--- config.mk ---
export PLATFORM = sky130hd
export DESIGN_NAME = cpu_debug_bus_slave_flat
export DESIGN_NICKNAME = d
export VERILOG_FILES = /design/src/rtl/cpu_debug_bus_slave_pkg.sv /design/src/rtl/cpu_debug_bus_slave_if.sv /design/src/rtl/cpu_debug_bus_slave_timeout_counter.sv /design/src/rtl/cpu_debug_bus_slave.sv /design/src/flat_wrapper.sv
export SDC_FILE = /design/constraint.sdc
export NUM_CORES = 1
export LEC_CHECK = 0
export BUFFER_PORTS_ARGS = -buffer_cell sky130_fd_sc_hd__buf_2
export CAP_MARGIN = 20
export CORE_UTILIZATION = 55
export DETAILED_ROUTE_END_ITERATION = 6
export GPL_TIMING_DRIVEN = 0
export PLACE_DENSITY_LB_ADDON = 0.08
export SYNTH_ARGS = -nofsm -noshare
export SYNTH_HDL_FRONTEND = slang
export SYNTH_SLANG_ARGS = --single-unit
--- constraint.sdc ---
create_clock -name clock -period 2.1 [get_ports clock]
set_clock_uncertainty 0.2 [all_clocks]
set_input_delay 0.21 -clock clock [delete_from_list [all_inputs] [get_ports clock]]
set_output_delay 0.21 -clock clock [all_outputs]
set_load 0.005 [all_outputs]
--- src/rtl/cpu_debug_bus_slave_pkg.sv ---
// Shared types for the debug-bus bridge slave:
// FSM states, byte lane indices and the abort fill byte.
package cpu_debug_bus_pkg;

   typedef enum logic [2:0] {
      S_IDLE,
      S_LO,
      S_HI,
      S_DONE,
      S_GAP
   } state_t;

   localparam logic [7:0] BYTE_FILL = 8'hFF;
   localparam int LANE_LO = 0;
   localparam int LANE_HI = 1;

endpackage

--- src/rtl/cpu_debug_bus_slave_if.sv ---
// Bridge-side 16-bit port and CPU-side 8-bit debug bus,
// bundled so the slave, bridge and target each see one modport.
interface cpu_debug_bus_slave_if;

   logic [15:0] ext_address;
   logic        ext_bus_enable;
   logic [1:0]  ext_byte_enable;
   logic        ext_rw;
   logic [15:0] ext_write_data;
   logic [15:0] ext_read_data;
   logic        ext_acknowledge;
   logic        ext_irq;

   logic [15:0] bus_addr;
   logic        bus_req;
   logic        bus_we;
   logic [7:0]  bus_wdata;
   logic [7:0]  bus_rdata;
   logic        bus_ack;

   modport slave (
      input  ext_address, ext_bus_enable, ext_byte_enable,
      input  ext_rw, ext_write_data,
      output ext_read_data, ext_acknowledge, ext_irq,
      output bus_addr, bus_req, bus_we, bus_wdata,
      input  bus_rdata, bus_ack
   );

   modport master (
      output ext_address, ext_bus_enable, ext_byte_enable,
      output ext_rw, ext_write_data,
      input  ext_read_data, ext_acknowledge, ext_irq
   );

   modport target (
      input  bus_addr, bus_req, bus_we, bus_wdata,
      output bus_rdata, bus_ack
   );

endinterface

--- src/rtl/cpu_debug_bus_slave_timeout_counter.sv ---
// Per-byte wait counter; expired flags the last allowed
// request cycle passing without an acknowledge.
module bus_timeout_counter #(
   parameter int LIMIT = 255
) (
   input  logic clock,
   input  logic reset,
   input  logic start,
   input  logic run,
   output logic expired
);

   localparam int W = (LIMIT > 0) ? $clog2(LIMIT + 1) : 1;
   localparam logic [W-1:0] LAST = W'(LIMIT - 1);

   logic [W-1:0] cnt_q;
   logic [W-1:0] cnt_d;

   always_comb begin
      cnt_d = cnt_q;
      if (start) begin
         cnt_d = '0;
      end else if (run) begin
         cnt_d = cnt_q + W'(1);
      end
   end

   always_ff @(posedge clock) begin
      if (reset) begin
         cnt_q <= '0;
      end else begin
         cnt_q <= cnt_d;
      end
   end

   assign expired = (LIMIT != 0) && run && (cnt_q == LAST);

endmodule

--- src/rtl/cpu_debug_bus_slave.sv ---
// Replays 16-bit bridge accesses as one or two byte cycles on the
// 8-bit CPU debug bus, with per-byte timeout and sticky error irq.
module cpu_debug_bus_slave
   import cpu_debug_bus_pkg::*;
#(
   parameter int TIMEOUT_CYCLES = 255
) (
   input  logic                        clock,
   input  logic                        reset,
   input  logic                        error_clear,
   cpu_debug_bus_slave_if.slave        dbg
);

   state_t      state_q, state_d;
   logic [14:0] addr_q, addr_d;
   logic        rw_q, rw_d;
   logic [1:0]  be_q, be_d;
   logic [15:0] wdata_q, wdata_d;
   logic [15:0] rdata_q, rdata_d;
   logic        abort_q, abort_d;
   logic        req_q, req_d;
   logic [15:0] baddr_q, baddr_d;
   logic        we_q, we_d;
   logic [7:0]  bwd_q, bwd_d;
   logic        ack_q, ack_d;
   logic [15:0] xrd_q, xrd_d;
   logic        err_q, err_d;
   logic        byte_start;
   logic        timeout;
   logic        expired;

   bus_timeout_counter #(
      .LIMIT (TIMEOUT_CYCLES)
   ) u_tmo (
      .clock   (clock),
      .reset   (reset),
      .start   (byte_start),
      .run     (req_q && !dbg.bus_ack),
      .expired (expired)
   );

   always_comb begin
      state_d    = state_q;
      addr_d     = addr_q;
      rw_d       = rw_q;
      be_d       = be_q;
      wdata_d    = wdata_q;
      rdata_d    = rdata_q;
      abort_d    = abort_q;
      req_d      = req_q;
      baddr_d    = baddr_q;
      we_d       = we_q;
      bwd_d      = bwd_q;
      ack_d      = 1'b0;
      xrd_d      = xrd_q;
      byte_start = 1'b0;
      timeout    = 1'b0;
      unique case (state_q)
         S_IDLE: begin
            if (dbg.ext_bus_enable) begin
               addr_d  = dbg.ext_address[15:1];
               rw_d    = dbg.ext_rw;
               be_d    = dbg.ext_byte_enable;
               wdata_d = dbg.ext_write_data;
               rdata_d = '0;
               abort_d = 1'b0;
               we_d    = !dbg.ext_rw;
               if (dbg.ext_byte_enable[LANE_LO]) begin
                  state_d    = S_LO;
                  req_d      = 1'b1;
                  byte_start = 1'b1;
                  baddr_d    = {dbg.ext_address[15:1], 1'b0};
                  bwd_d      = dbg.ext_write_data[8*LANE_LO +: 8];
               end else if (dbg.ext_byte_enable[LANE_HI]) begin
                  state_d    = S_HI;
                  req_d      = 1'b1;
                  byte_start = 1'b1;
                  baddr_d    = {dbg.ext_address[15:1], 1'b1};
                  bwd_d      = dbg.ext_write_data[8*LANE_HI +: 8];
               end else begin
                  state_d = S_DONE;
                  ack_d   = 1'b1;
                  xrd_d   = '0;
               end
            end
         end
         S_LO: begin
            if (abort_q) begin
               state_d = S_DONE;
               abort_d = 1'b0;
               ack_d   = 1'b1;
               xrd_d   = rdata_q;
            end else if (dbg.bus_ack) begin
               if (rw_q) rdata_d[8*LANE_LO +: 8] = dbg.bus_rdata;
               if (be_q[LANE_HI]) begin
                  state_d    = S_HI;
                  byte_start = 1'b1;
                  baddr_d    = {addr_q, 1'b1};
                  bwd_d      = wdata_q[8*LANE_HI +: 8];
               end else begin
                  state_d = S_DONE;
                  req_d   = 1'b0;
                  ack_d   = 1'b1;
                  xrd_d   = rdata_d;
               end
            end else if (expired) begin
               // req drops now; the stall cycle lets the target see it before ack
               timeout = 1'b1;
               req_d   = 1'b0;
               abort_d = 1'b1;
               rdata_d[8*LANE_LO +: 8] = BYTE_FILL;
               if (be_q[LANE_HI]) rdata_d[8*LANE_HI +: 8] = BYTE_FILL;
            end
         end
         S_HI: begin
            if (abort_q) begin
               state_d = S_DONE;
               abort_d = 1'b0;
               ack_d   = 1'b1;
               xrd_d   = rdata_q;
            end else if (dbg.bus_ack) begin
               if (rw_q) rdata_d[8*LANE_HI +: 8] = dbg.bus_rdata;
               state_d = S_DONE;
               req_d   = 1'b0;
               ack_d   = 1'b1;
               xrd_d   = rdata_d;
            end else if (expired) begin
               timeout = 1'b1;
               req_d   = 1'b0;
               abort_d = 1'b1;
               rdata_d[8*LANE_HI +: 8] = BYTE_FILL;
            end
         end
         S_DONE: state_d = S_GAP;
         S_GAP:  state_d = S_IDLE;
         default: state_d = S_IDLE;
      endcase
      err_d = timeout ? 1'b1 : (error_clear ? 1'b0 : err_q);
   end

   always_ff @(posedge clock) begin
      if (reset) begin
         state_q <= S_IDLE;
         addr_q  <= '0;
         rw_q    <= 1'b0;
         be_q    <= '0;
         wdata_q <= '0;
         rdata_q <= '0;
         abort_q <= 1'b0;
         req_q   <= 1'b0;
         baddr_q <= '0;
         we_q    <= 1'b0;
         bwd_q   <= '0;
         ack_q   <= 1'b0;
         xrd_q   <= '0;
         err_q   <= 1'b0;
      end else begin
         state_q <= state_d;
         addr_q  <= addr_d;
         rw_q    <= rw_d;
         be_q    <= be_d;
         wdata_q <= wdata_d;
         rdata_q <= rdata_d;
         abort_q <= abort_d;
         req_q   <= req_d;
         baddr_q <= baddr_d;
         we_q    <= we_d;
         bwd_q   <= bwd_d;
         ack_q   <= ack_d;
         xrd_q   <= xrd_d;
         err_q   <= err_d;
      end
   end

   assign dbg.bus_req         = req_q;
   assign dbg.bus_addr        = baddr_q;
   assign dbg.bus_we          = we_q;
   assign dbg.bus_wdata       = bwd_q;
   assign dbg.ext_acknowledge = ack_q;
   assign dbg.ext_read_data   = xrd_q;
   assign dbg.ext_irq         = err_q;

endmodule

--- src/flat_wrapper.sv ---
// flat-port wrapper written by rule: the top's interface ports become plain ports
module cpu_debug_bus_slave_flat import cpu_debug_bus_pkg::*;
#(
   parameter int TIMEOUT_CYCLES = 255
)
  (clock, reset, error_clear, dbg_ext_address, dbg_ext_bus_enable, dbg_ext_byte_enable, dbg_ext_rw, dbg_ext_write_data, dbg_ext_read_data, dbg_ext_acknowledge, dbg_ext_irq, dbg_bus_addr, dbg_bus_req, dbg_bus_we, dbg_bus_wdata, dbg_bus_rdata, dbg_bus_ack);
  cpu_debug_bus_slave_if dbg_i ();
  input  logic clock;
  input  logic reset;
  input  logic error_clear;
  input wire logic [$bits(dbg_i.ext_address)-1:0] dbg_ext_address;
  input wire logic [$bits(dbg_i.ext_bus_enable)-1:0] dbg_ext_bus_enable;
  input wire logic [$bits(dbg_i.ext_byte_enable)-1:0] dbg_ext_byte_enable;
  input wire logic [$bits(dbg_i.ext_rw)-1:0] dbg_ext_rw;
  input wire logic [$bits(dbg_i.ext_write_data)-1:0] dbg_ext_write_data;
  output wire logic [$bits(dbg_i.ext_read_data)-1:0] dbg_ext_read_data;
  output wire logic [$bits(dbg_i.ext_acknowledge)-1:0] dbg_ext_acknowledge;
  output wire logic [$bits(dbg_i.ext_irq)-1:0] dbg_ext_irq;
  output wire logic [$bits(dbg_i.bus_addr)-1:0] dbg_bus_addr;
  output wire logic [$bits(dbg_i.bus_req)-1:0] dbg_bus_req;
  output wire logic [$bits(dbg_i.bus_we)-1:0] dbg_bus_we;
  output wire logic [$bits(dbg_i.bus_wdata)-1:0] dbg_bus_wdata;
  input wire logic [$bits(dbg_i.bus_rdata)-1:0] dbg_bus_rdata;
  input wire logic [$bits(dbg_i.bus_ack)-1:0] dbg_bus_ack;
  assign dbg_i.ext_address = dbg_ext_address;
  assign dbg_i.ext_bus_enable = dbg_ext_bus_enable;
  assign dbg_i.ext_byte_enable = dbg_ext_byte_enable;
  assign dbg_i.ext_rw = dbg_ext_rw;
  assign dbg_i.ext_write_data = dbg_ext_write_data;
  assign dbg_ext_read_data = dbg_i.ext_read_data;
  assign dbg_ext_acknowledge = dbg_i.ext_acknowledge;
  assign dbg_ext_irq = dbg_i.ext_irq;
  assign dbg_bus_addr = dbg_i.bus_addr;
  assign dbg_bus_req = dbg_i.bus_req;
  assign dbg_bus_we = dbg_i.bus_we;
  assign dbg_bus_wdata = dbg_i.bus_wdata;
  assign dbg_i.bus_rdata = dbg_bus_rdata;
  assign dbg_i.bus_ack = dbg_bus_ack;
  cpu_debug_bus_slave #(.TIMEOUT_CYCLES(TIMEOUT_CYCLES)) u_core (.clock(clock), .reset(reset), .error_clear(error_clear), .dbg(dbg_i));
endmodule
==> impl_results.md <==
* Floorplan die height at 93.35 um
* Storage element area at 1948 um2
* Clock tree root driver cell: sky130_fd_sc_hd__clkbuf_8
* Final critical path time including I/O delays and setup at 2.069 ns
* Beginning of the worst register-to-register path: u_core.state_q[1]
* Number of sinks on the clock net at 97
* # nets final at 732
* Wire length of the first global-routing pass at 20000 um
* Tightest hold margin at 0.05276 ns
* Proportion of layout cells with a drive suffix above 1 at 25.91%
* Sequential fraction of the synthesis area at 42.31%
* DRC Markers at 0
* HP Class: in -> reg
* Num CTS Buffers at 9
* Final hold vios at 0
* Fraction of registers with async set/reset at 0%
* Weighted congestion at the end of routability-driven global placement at 0.8639
* Setup slack on the worst flop-to-flop path at 0.03 ns
* Total negative slack for setup checks at 0 ns
* H-tree depth reported by CTS at 3
* Core outline area at 7888 um2
* DR WL/cell at 16.05 um
* Total grt overflow at 0
* Post-synthesis register bit count at 97
* Placed wire-length estimate after detailed placement at 8461 um
* Antenna violations before repair at 0
* Share of the clock period used by the worst path after layout at 98.52%
* N_diodes at 0
* Fin. max-slew vios at 0
* Syn nets at 595
* Vias/cell at 5.720
* Leakage at 2.322 nW
* Number of vias in the routed layout at 4513
* Footprint of the multi-input gates at 2472 um2
* Total routing resource utilization after global routing at 29.39%
* Dominant register cell in the synthesized netlist: sky130_fd_sc_hd__dfxtp_1
* Final setup violating endpoints at 0
* Die Area at 8713 um2
* Family with the most delay on the worst path: simple AND/OR/NAND/NOR gates
* Clk pin slew, worst setup/hold paths at 0.10 ns
* Via count of the first global-routing pass at 4149
* Number of instances in the synthesized netlist at 545
* Share of the synthesized area in the top cell type at 42.31%
* Pin count of the biggest net entering global routing at 19
* Cell accounting for the most synthesized area: sky130_fd_sc_hd__dfxtp_1
* Setup slack after placement at -0.2824 ns
* Nature of the critical path startpoint: register
* Endpoint of the most critical setup path: u_core.dbg.bus_addr[6]
* Synth top area cells: sky130_fd_sc_hd__dfxtp_1 42%, sky130_fd_sc_hd__nand2_1 9.9%, sky130_fd_sc_hd__a21oi_1 6.8%
* Synth-to-layout area growth at 27.18%
* Crit path from: u_core.state_q[1]
* Maximum operating frequency at 0.4833 GHz
* Run status: finished, final reports clean
* Warning count from the yosys run at 0
* VDD IR-drop max at 0.5547 mV
* Reg-to-reg critical path endpoint: u_core.dbg.bus_addr[6]
* Post-route antenna net violation count at 0
* Mapped Avg Cell Area at 8.421 um2
* Number of enable flip-flop cells after synthesis at 0
* Initial standard-cell utilization of the core at 58.19%
* Clock insertion delay at the later pin of the skew report at 0.37 ns
* Total wirelength of the detailed-routed design at 12670 um
* Power Total at 4.809 mW
* Die boundary width at 93.35 um
* Least-Margin Pin Slew at 0.7746 ns
* Arrival @ worst endpoint at 2.15 ns
* Cell at the slowest stage of the critical path: sky130_fd_sc_hd__or4b_4
* Worst-path maximum fanout at 8
* Total of max-cap violations at 0
* Iteration-0 DRC Markers at 311
* Buffer and inverter count on the worst path at 1
* Worst Path Required at 2.18 ns
* Cells traversed along the worst timing path: or4b_4 > o22ai_4 > buf_6 > nor2_1 > a311oi_2
* Crit path depth at 5
* Rel. slew slack at 48.36%
* Final worst slack at 0.03103 ns
* Worst setup EP type: register
* Distinct cell type count after synthesis at 59
* Filler instances at 605
* PD cells at 824.0 nW/um2
* TritonCTS clock tree: built
* Count of TritonRoute iterations in the first routing pass at 5
* Standard-cell rows at 32
* Critical Setup Path Class: reg -> reg
* Number of cell instances on the worst register-to-register path at 5
* Total standard cell area after synthesis at 4589 um2
* Port bufs at 89
* Count of boundary I/O pins at 92
* Buffer depth of the longest clock path at 2
* Delay of the slowest cell on the worst path at 0.59 ns
-- timing repair --
action | CTS | global route
resized for setup | 11 | 33
setup buffers | 2 | 9
pin swaps | 2 | 17
hold endpoints to repair | 42 | 0
cloned | 0 | 2
hold buffers | 26 | 0
setup endpoints to repair | 66 | 80
-- registers in the layout, indices dropped and copies added (netlist names) --
register and count:
u_core.u_tmo.cnt_q 8, u_core.dbg.ext_read_data 16, u_core.dbg.ext_acknowledge 1, u_core.state_q 3
u_core.wdata_q 8, u_core.dbg.bus_req 1, u_core.dbg.bus_addr 16, u_core.be_q 1
u_core.rdata_q 16, u_core.rw_q 1, u_core.dbg.ext_irq 1, u_core.dbg.bus_we 1
u_core.addr_q 15, u_core.dbg.bus_wdata 8, u_core.abort_q 1
-- report_power, final --
part           leakage (nW)  internal, mW  switching [mW]
clock network        0.0884         0.451           0.704
registers             0.796          2.07           0.133
logic                  1.44         0.630           0.826
total                  2.32          3.15            1.66
-- kinds of logic (layout without fill, tap and decap cells) --
logic type | count (synthesis) | after routing | synth area share (%)
XOR/XNOR | 6 | 6 | 1.145
buffers and inverters | 59 | 201 | 5.998
multiplexers | 10 | 10 | 2.181
AO/OA/AOI/OAI | 176 | 176 | 28.84
adder cells (fa/ha/maj) | 2 | 2 | 0.5452
AND/OR/NAND/NOR | 195 | 195 | 18.98
flip-flops | 97 | 97 | 42.31
-- metrics by stage --
stage	instances	util [%]	cell area [um2]
3_3_place_gp	736	65.45	5162
3_5_place_dp	736	65.45	5162
5_1_grt	789	74.00	5837
4_1_cts	780	72.07	5684
6_report	789	74.00	5837
2_1_floorplan	545	-	4589
-- layout by cell type, fill, tap and decap left out, types with 4 or more instances in the layout --
| master | netlist | layout |
|---|---|---|
| sky130_fd_sc_hd__a211oi_1 | 18 | 17 |
| sky130_fd_sc_hd__buf_2 | 10 | 96 |
| sky130_fd_sc_hd__clkbuf_1 | 22 | 17 |
| sky130_fd_sc_hd__nor2_1 | 32 | 31 |
| sky130_fd_sc_hd__mux2i_1 | 10 | 10 |
| sky130_fd_sc_hd__a221oi_1 | 9 | 9 |
| sky130_fd_sc_hd__a21oi_1 | 62 | 62 |
| sky130_fd_sc_hd__nand4_1 | 4 | 4 |
| sky130_fd_sc_hd__a22oi_1 | 6 | 5 |
| sky130_fd_sc_hd__buf_6 | 5 | 6 |
| sky130_fd_sc_hd__o211ai_1 | 8 | 8 |
| sky130_fd_sc_hd__o2bb2ai_1 | 6 | 6 |
| sky130_fd_sc_hd__nor2b_1 | 6 | 5 |
| sky130_fd_sc_hd__dfxtp_1 | 97 | 94 |
| sky130_fd_sc_hd__nand2b_1 | 7 | 6 |
| sky130_fd_sc_hd__dlygate4sd3_1 | 0 | 26 |
| sky130_fd_sc_hd__inv_1 | 19 | 19 |
| sky130_fd_sc_hd__a32oi_1 | 8 | 8 |
| sky130_fd_sc_hd__buf_4 | 1 | 9 |
| sky130_fd_sc_hd__clkbuf_4 | 0 | 4 |
| sky130_fd_sc_hd__clkbuf_8 | 0 | 9 |
| sky130_fd_sc_hd__clkbuf_2 | 0 | 4 |
| sky130_fd_sc_hd__nand2_1 | 121 | 120 |
| sky130_fd_sc_hd__a311oi_2 | 16 | 16 |
| sky130_fd_sc_hd__o21ai_0 | 18 | 18 |
-- worst min path at each step --
| stage | depth (start not counted) | startpoint | end | slack [ns] |
|---|---|---|---|---|
| floorplan | 1 | dbg_ext_rw | u_core.dbg.bus_we | 0.1 |
| global placement | 2 | dbg_ext_rw | u_core.dbg.bus_we | 0.21 |
| detailed placement | 2 | dbg_ext_rw | u_core.dbg.bus_we | 0.23 |
| CTS | 3 | dbg_bus_rdata[3] | u_core.dbg.ext_read_data[11] | 0.05 |
| global route | 3 | dbg_bus_rdata[2] | u_core.dbg.ext_read_data[10] | 0.07 |
| finish | 5 | dbg_bus_rdata[1] | u_core.rdata_q[9] | 0.05 |
-- routing by layer --
layer,part of all wire (%),GRT usage [%]
met1,45,39.64
met2,47,47.86
met3,6.7,4.634
met4,1.3,10.00
met5,0,0
-- final cells by class --
type | instances | share of cell area, %
timing repair buffer | 128 | 14.17
clock inverter | 7 | 1.050
inverter | 20 | 1.286
buffer | 37 | 3.451
clock buffer | 9 | 2.122
sequential | 97 | 33.38
multi-input combinational | 389 | 42.36
tap | 102 | 2.186
-- cell usage after synthesis, types with 4 or more instances --
| cell | n |
|---|---|
| sky130_fd_sc_hd__nand2_1 | 121 |
| sky130_fd_sc_hd__dfxtp_1 | 97 |
| sky130_fd_sc_hd__a21oi_1 | 62 |
| sky130_fd_sc_hd__nor2_1 | 32 |
| sky130_fd_sc_hd__clkbuf_1 | 22 |
| sky130_fd_sc_hd__inv_1 | 19 |
| sky130_fd_sc_hd__a211oi_1 | 18 |
| sky130_fd_sc_hd__o21ai_0 | 18 |
| sky130_fd_sc_hd__a311oi_2 | 16 |
| sky130_fd_sc_hd__buf_2 | 10 |
| sky130_fd_sc_hd__mux2i_1 | 10 |
| sky130_fd_sc_hd__a221oi_1 | 9 |
| sky130_fd_sc_hd__a32oi_1 | 8 |
| sky130_fd_sc_hd__o211ai_1 | 8 |
| sky130_fd_sc_hd__nand2b_1 | 7 |
| sky130_fd_sc_hd__a22oi_1 | 6 |
| sky130_fd_sc_hd__nor2b_1 | 6 |
| sky130_fd_sc_hd__o2bb2ai_1 | 6 |
| sky130_fd_sc_hd__buf_6 | 5 |
| sky130_fd_sc_hd__nand4_1 | 4 |
-- worst register-to-register path, delay by kind of cell, from the launching register on --
kind                   cells  cell delay [ns]
AND/OR/NAND/NOR            2             0.64
buffers and inverters      1             0.18
flip-flops                 1             0.38
AO/OA/AOI/OAI              2             0.60
(Power assumes the default switching activity.)
